--- src/rtl/ramspnc_arb_pkg.sv ---
// Shared constants for ramspnc_arb. RD_LAT is 2 when RAMSPNC_ARB_OUTREG_EN is defined, else 1.
package ramspnc_arb_pkg;

  localparam int DEF_N  = 4;
  localparam int DEF_DW = 32;
  localparam int DEF_AW = 6;

`ifdef RAMSPNC_ARB_OUTREG_EN
  localparam int RD_LAT = 2;
`else
  localparam int RD_LAT = 1;
`endif

  function automatic int idx_width(input int n);
    int w;
    w = $clog2(n);
    return (w < 1) ? 1 : w;
  endfunction

endpackage

--- src/rtl/ramspnc_arb_ram.sv ---
// Single-port no-change RAM: a write leaves dout holding the last read value.
module ramspnc
  import ramspnc_arb_pkg::*;
#(
  parameter int DW = DEF_DW,
  parameter int AW = DEF_AW
) (
  input  logic          clk,
  input  logic          en,
  input  logic          we,
  input  logic [AW-1:0] addr,
  input  logic [DW-1:0] din,
  output logic [DW-1:0] dout
);

  logic [DW-1:0] mem_q [2**AW];
  logic [DW-1:0] dout_q;

  always_ff @(posedge clk) begin
    if (en) begin
      if (we) mem_q[addr] <= din;
      else    dout_q      <= mem_q[addr];
    end
  end

  assign dout = dout_q;

endmodule

--- src/rtl/ramspnc_arb.sv ---
// Round-robin arbiter sharing one ramspnc between N requesters.
// Define RAMSPNC_ARB_OUTREG_EN to register the read response (latency 2).
module ramspnc_arb
  import ramspnc_arb_pkg::*;
#(
  parameter int N  = DEF_N,
  parameter int DW = DEF_DW,
  parameter int AW = DEF_AW
) (
  input  logic            clk,
  input  logic            rst,
  input  logic [N-1:0]    req_valid,
  input  logic [N-1:0]    req_we,
  input  logic [N*AW-1:0] req_addr,
  input  logic [N*DW-1:0] req_din,
  output logic [N-1:0]    req_ready,
  output logic [N-1:0]    rsp_valid,
  output logic [DW-1:0]   rsp_data,
  output logic            busy
);

  localparam int IW = idx_width(N);

  logic [IW-1:0] ptr_q, ptr_d;
  logic [N-1:0]  rot;
  logic          gnt_found;
  logic [IW-1:0] gnt_idx;
  int            ofs, sum;

  logic          ram_en, ram_we;
  logic [AW-1:0] ram_addr;
  logic [DW-1:0] ram_din, ram_dout;

  logic          rd_v_q, rd_v_d;
  logic [IW-1:0] rd_idx_q;
  logic [N-1:0]  rsp_valid_c;
  logic [DW-1:0] rsp_data_c;

  // Rotate so bit 0 is the requester at ptr; the lowest set bit wins.
  always_comb begin
    rot       = N'({req_valid, req_valid} >> ptr_q);
    gnt_found = 1'b0;
    ofs       = 0;
    for (int k = N - 1; k >= 0; k--) begin
      if (rot[k]) begin
        gnt_found = 1'b1;
        ofs       = k;
      end
    end
    sum = int'(ptr_q) + ofs;
    if (sum >= N) sum = sum - N;
    gnt_idx = IW'(sum);
  end

  always_comb begin
    req_ready = '0;
    ram_we    = 1'b0;
    ram_addr  = '0;
    ram_din   = '0;
    for (int i = 0; i < N; i++) begin
      if (gnt_idx == IW'(i)) begin
        req_ready[i] = gnt_found;
        ram_we       = req_we[i];
        ram_addr     = req_addr[i*AW +: AW];
        ram_din      = req_din[i*DW +: DW];
      end
    end
    ram_en = gnt_found;
    rd_v_d = gnt_found & ~ram_we;
    ptr_d  = ptr_q;
    if (gnt_found) ptr_d = (int'(gnt_idx) == N - 1) ? '0 : gnt_idx + 1'b1;
  end

  always_ff @(posedge clk or posedge rst) begin
    if (rst) begin
      ptr_q    <= '0;
      rd_v_q   <= 1'b0;
      rd_idx_q <= '0;
    end else begin
      ptr_q    <= ptr_d;
      rd_v_q   <= rd_v_d;
      rd_idx_q <= gnt_idx;
    end
  end

  ramspnc #(.DW(DW), .AW(AW)) u_ram (
    .clk  (clk),
    .en   (ram_en),
    .we   (ram_we),
    .addr (ram_addr),
    .din  (ram_din),
    .dout (ram_dout)
  );

  // RAM output is undefined until first read, so gate it with the response strobe.
  always_comb begin
    rsp_valid_c = '0;
    rsp_data_c  = '0;
    if (rd_v_q) begin
      rsp_valid_c[rd_idx_q] = 1'b1;
      rsp_data_c            = ram_dout;
    end
  end

`ifdef RAMSPNC_ARB_OUTREG_EN
  logic [N-1:0]  out_v_q;
  logic [DW-1:0] out_d_q;

  always_ff @(posedge clk or posedge rst) begin
    if (rst) begin
      out_v_q <= '0;
      out_d_q <= '0;
    end else begin
      out_v_q <= rsp_valid_c;
      out_d_q <= rsp_data_c;
    end
  end

  assign rsp_valid = out_v_q;
  assign rsp_data  = out_d_q;
  assign busy      = rd_v_q | (|out_v_q);
`else
  assign rsp_valid = rsp_valid_c;
  assign rsp_data  = rsp_data_c;
  assign busy      = rd_v_q;
`endif

endmodule

--- config.mk ---
export PLATFORM = sky130hd
export DESIGN_NAME = ramspnc_arb
export DESIGN_NICKNAME = d
export VERILOG_FILES = /design/src/rtl/ramspnc_arb_pkg.sv /design/src/rtl/ramspnc_arb_ram.sv /design/src/rtl/ramspnc_arb.sv
export SDC_FILE = /design/constraint.sdc
export NUM_CORES = 2
export LEC_CHECK = 0
export CORE_MARGIN = 4
export CORE_UTILIZATION = 40
export CTS_BUF_LIST = sky130_fd_sc_hd__clkbuf_8
export CTS_CLUSTER_DIAMETER = 60
export CTS_CLUSTER_SIZE = 16
export DETAILED_ROUTE_END_ITERATION = 10
export HOLD_SLACK_MARGIN = 0.03
export PLACE_DENSITY = 0.69
export SLEW_MARGIN = 10
export SYNTH_ARGS = -nofsm -noshare
export SYNTH_HDL_FRONTEND = slang
export SYNTH_HIERARCHICAL = 1
export SYNTH_SLANG_ARGS = --single-unit
--- constraint.sdc ---
create_clock -name clk -period 5.9 [get_ports clk]
set_input_delay 1.18 -clock clk [delete_from_list [all_inputs] [get_ports clk]]
set_output_delay 1.18 -clock clk [all_outputs]
set_load 0.1 [all_outputs]
* Word-level counts from Yosys, hierarchy flattened
Memories as Yosys holds them, arrays and structs flattened. A register that Yosys moved wholly into a read port is not among the register bits.
Index checks and enable logic that the tools add are counted.
** Storage, ports and cells
- Bits in registers :: 5
- RAM bits :: 2048
- Input bits :: 162
- Logic and storage cells :: 53
- Memories kept :: 1
** Memory list
- u_ram.mem_q :: words 64, bits a word 32, rd ports 1, clocked after Yosys merged registers in 1, wr ports 1, RTL line ramspnc_arb_ram.sv:16 : logic [DW-1:0] mem_q [2**AW];
** Cells by class
- Add/subtract/negate cells :: 3
- Order comparisons :: 3
- Equal/unequal tests :: 4
- Shift operators :: 1
- Multiplexer cells :: 33
- Bitwise logic cells :: 2
- Reductions and logical operators :: 3
** Operators with widths (number)
- $mux W32 :: 8
- $add A3 B32 Y32 :: 1
- $ge A32 B4 Y1 const B :: 1
- $mux W6 :: 4
- $mux W1 :: 16
- $shr A8 B2 Y4 :: 1
- $mux W2 :: 3
- $eq A2 B1 Y1 const B :: 2
- $eq A2 B2 Y1 const B :: 2
- $mux W4 :: 1
- $lt A2 B3 Y1 const B :: 1
- $add A2 B1 Y2 const B :: 1
- $demux W1 S2 :: 1
- $ge A2 B1 Y1 const B :: 1
- $logic_not A2 Y1 :: 1
- $reduce_and A2 Y1 :: 1
- $sub A2 B1 Y2 const B :: 1
- $and A1 B1 Y1 :: 1
- $logic_and A1 B1 Y1 :: 1
- $not A1 Y1 :: 1

* Logic depth before layout (Yosys ltp)
- Depth after elaboration :: 16
- Depth in mapped cells :: 27

* Cells and area by module
The synthesis kept the hierarchy.
** By module, submodules not included
- ramspnc :: instances 1, cells an instance 4436, area an instance 78496.5 µm², sequential area each 62459.9 µm²
- ramspnc_arb :: instances 1, cells an instance 276, area an instance 2144.6 µm², sequential area each 125.1 µm²

* Least setup slack after synthesis
Ideal clock, no wire load.
- Kind :: input -> register
- Start point :: input port req_valid[0]
- End point :: memory u_ram/mem_q[15][0] (netlist bit) (enable)
- Setup time :: 0.421 ns
- Arrival time :: 6.433 ns
- Path slack :: -0.954 ns
- Stages on the path :: 21
- Path buffers :: 10
- Path through :: buf_6 -> or4_1 -> o2111ai_1 -> ha_1 -> xnor2_1 -> xor2_1 -> ha_1 -> buf_2 -> buf_2 -> clkbuf_1 -> nand2_1 -> o31ai_2 -> buf_6 -> buf_4 -> buf_4 -> buf_2 -> buf_2 -> clkbuf_1 -> and3_1 -> nand2_1 -> nor2_1
** RTL lines
- from (decl) :: RTL line ramspnc_arb.sv:12 : input logic [N-1:0] req_valid,
- to (decl) :: RTL line ramspnc_arb_ram.sv:16

* Worst setup path after layout
- Start point :: input port req_valid[3]
- End point :: register u_ram.dout_q[26] (netlist: u_ram/dout[26]), read port of u_ram.mem_q, data pin
** RTL lines
- $shr A8 B2 Y4 (*) :: RTL line ramspnc_arb.sv:41 : rot = N'({req_valid, req_valid} >> ptr_q);
- $mux W2 :: RTL line ramspnc_arb.sv:45 : if (rot[k]) begin
- $mux W32 (2 in series) :: RTL line ramspnc_arb.sv:45
- $mux W32 (*) :: RTL line ramspnc_arb.sv:45
- $add A3 B32 Y32 (*) :: RTL line ramspnc_arb.sv:50 : sum = int'(ptr_q) + ofs;
- $ge A32 B4 Y1 or $sub A2 B1 Y2 (tied branches) :: RTL line ramspnc_arb.sv:51 : if (sum >= N) sum = sum - N;
- $mux W2 (*) :: RTL line ramspnc_arb.sv:51
- $logic_not A2 Y1 :: RTL line ramspnc_arb.sv:61 : if (gnt_idx == IW'(i)) begin
- $mux W6 (3 in series) :: RTL line ramspnc_arb.sv:61
- $mux W6 (*) :: RTL line ramspnc_arb.sv:61
- via ram_addr[2] :: RTL line ramspnc_arb.sv:31 : logic [AW-1:0] ram_addr;
- to (decl) :: RTL line ramspnc_arb_ram.sv:17 : logic [DW-1:0] dout_q;
Mark *: on every way through the listed nets, which the timed path passes. The rest lies on a longest branch.
A chain may end at the register's enable or synchronous reset.

==> flow_summary.ini <==
[synth]
synth.most_common_cell = edfxtp_1
synth_area_leaders = edfxtp_1 77%, a22oi_1 4.4%, mux2i_1 3.0%
ys_warn_count = 6
synth_area_um2 = 80640
ys_types = 68
synthFlopType = edfxtp_1
synth_nets = 4879
synth-compound-area-share_pct = 12.70
synth_async_sr_flop_share_pct = 0.2398
synth-edff-count = 2080
avgSynthCellArea_um2 = 17.11
synth-adder-area-share_pct = 0.07758
synth_xor_area_share_pct = 0.03258
synth_commonest_cells = 2080 x edfxtp_1, 477 x a22oi_1, 243 x mux2i_1, 238 x o22ai_1, 215 x clkbuf_1
synth_top_area_share_pct = 77.45
synth_top_family_by_area = compound AO/OA/AOI/OAI gates
synth.largest_area_cell = edfxtp_1
yosys-mux-area-fraction_pct = 4.264
netlist_instances = 4712
synth-seq-area-share_pct = 77.61
synth.ff_latch_count = 2085
post_synth_and_or_nand_nor_area_fraction_pct = 3.314

[place]
placed_area_um2 = 93910
dp_slack_ns = -0.7527
place_congestion = 0.9274
portBuffers = 202
dp_hpwl_um = 161600

[cts]
cts_buffer_depth = 3
cts_hold_buf = 0
cts_tree = built
cts.htree.levels = 4
clk_pin_slew_ns = 0.09
numCtsBuffers = 158
cts_num_sinks = 2085
cts_root_buffer = clkbuf_8
clk_latency_ns = 0.99

[routing]
totalWireLength_um = 244700
drc = 0
wl_per_cell_um = 30.07
drt_first_pass_iters = 6
drt_iter0_drc = 7172
vias = 49780
routed_via_density = 6.116
antenna_left = 0

[timing]
skew_ns = 0.06331
whs_ns = 0.4359
worstMarginPinSlew_ns = 1.090
finalWorstSetupSlack_ns = 0.2168
max_slew_margin_pct = 27.20
final.period_utilization_pct = 96.33
finalSetupViolations = 0
slew_violations = 0
fmax_mhz = 176.0
finalHoldViolCount = 0
rsz0062_at_grt = false
min_period_ns = 5.683

[setup_path]
cp.required_ns = 6.59
startpoint = req_valid[3]
cp-end-kind = flop
timing.rr.start = ptr_q[0]
worst_ep_arrival_time_ns = 6.37
startpoint_type = input port
crit_fanout = 24
crit_type = input port to flop

[floorplanning]
start_util_pct = 40.31
core-area_um2 = 200100
fp-row-count = 164
die_h_um = 457
die_area_um2 = 208800
die_x_um = 457
io_pins = 203

[min_path]
min_path_type = input port to asynchronous set/reset pin

[grt]
grt_overflow = 0
grt_max_degree = 65
grtUsageTotal_pct = 22.91
top_usage_layer = met2
met2_usage_pct = 37.24
grtUsageMet1_pct = 30.35
grt_pass1_vias = 48780
grt_pass1_wl_um = 350600
grtUsageMet3_pct = 4.235
antenna_found_initial = 12

[finish]
layout-drive-gt1-share_pct = 21.44
final_area_um2 = 96560
fin_nets = 5596
syn_to_final_growth_pct = 19.74
final_core_util_pct = 48.26

[run]
cap_violations = 0

[run_status]
outcome = complete, no violations
-- cell type report --
class	count	area (um^2)
tap	2656	3323
timing repair buffer	919	10470
clock buffer	159	2188
multi-input combinational	2258	17520
sequential	2085	62590
antenna	6	15.01
clock inverter	49	431.7
fill	16340	103500
inverter	7	27.53
-- critical path, stage by stage --
cell and delay, ns:
clkdlybuf4s50_1 0.53, inv_1 0.09, and3_1 0.16, o21ai_0 0.15, o2111ai_1 0.18, ha_1 0.23
xnor2_1 0.25, xnor2_1 0.19, ha_1 0.24, nor2b_4 0.24, a221oi_2 0.11, o31ai_4 0.38
buf_12 0.31, buf_4 0.21, nor2_2 0.06, buf_4 0.20, a22oi_1 0.23, a31oi_1 0.13
buf_4 0.17, or4_1 0.62, or3_1 0.49
-- flip-flops by register name, indices dropped and copies added (netlist names) --
name / count
u_ram/mem_q: 2048
rd_idx_q: 2
u_ram/dout: 32
busy: 1
ptr_q: 2
-- per-stage QoR --
stage | setup TNS (ns) | std cells
floorplan | -355.25 | 4712
global placement | -251.70 | 7925
detailed placement | -159.95 | 7925
CTS | 0 | 8133
global route | 0 | 8134
finish | 0 | 8139
-- cells by family (layout without fill, tap and decap cells) --
kind of cell / count (synthesis) / in the layout
multiplexers: 324 / 324
other: 0 / 6
adder cells (fa/ha/maj): 5 / 5
XOR/XNOR: 3 / 3
flip-flops: 2085 / 2085
buffers and inverters: 369 / 1134
AND/OR/NAND/NOR: 557 / 557
AO/OA/AOI/OAI: 1369 / 1369
-- path summary, 6_finish.rpt --
kind                                  end  slack, ns  depth (start not counted)
min                              ptr_q[1]       0.44                          2
min reg2reg                      ptr_q[1]       0.74                          1
max in group asynchronous            busy       5.27                          2
max                        u_ram/dout[26]       0.22                         21
min in group clk                 ptr_q[1]       0.74                          1
max reg2reg                u_ram/dout[26]       0.39                         18
-- cell usage in the layout (no fill, tap or decap), types with 15 or more instances in the layout --
cell,synthesis,routed
edfxtp_1,2080,2080
a22oi_1,477,477
buf_4,10,474
buf_12,0,245
mux2i_1,243,243
o22ai_1,238,238
clkdlybuf4s50_1,0,198
a221oi_1,183,183
clkbuf_8,0,159
nand2_1,161,153
o21ai_0,100,99
nor2_1,165,94
mux2_2,72,72
a21oi_1,71,71
nor2_4,0,70
nor3_1,50,50
a31oi_1,44,44
nor2b_1,48,42
o31ai_4,0,37
and2_1,34,33
o22a_1,30,30
a22o_1,29,29
or3_1,30,28
a221oi_2,26,26
o221ai_1,21,21
a211oi_1,17,17
o211ai_1,16,16
a211o_1,16,16
a311oi_1,16,16
or4_1,15,15
-- what timing repair did --
item	in CTS	in global routing
endpoints found under the setup margin	0	3
hold endpoints to repair	0	0
setup buffers	0	0
gates resized for setup	0	3
-- layer usage --
layer	wire (um)	up-vias
li1	-	20800
met1	91440	25470
met2	117300	2965
met3	24410	543
met4	11520	8
met5	55	-
Power is not shown: default switching activity piles up to over one toggle a cycle in this logic, so the estimate is an artifact.
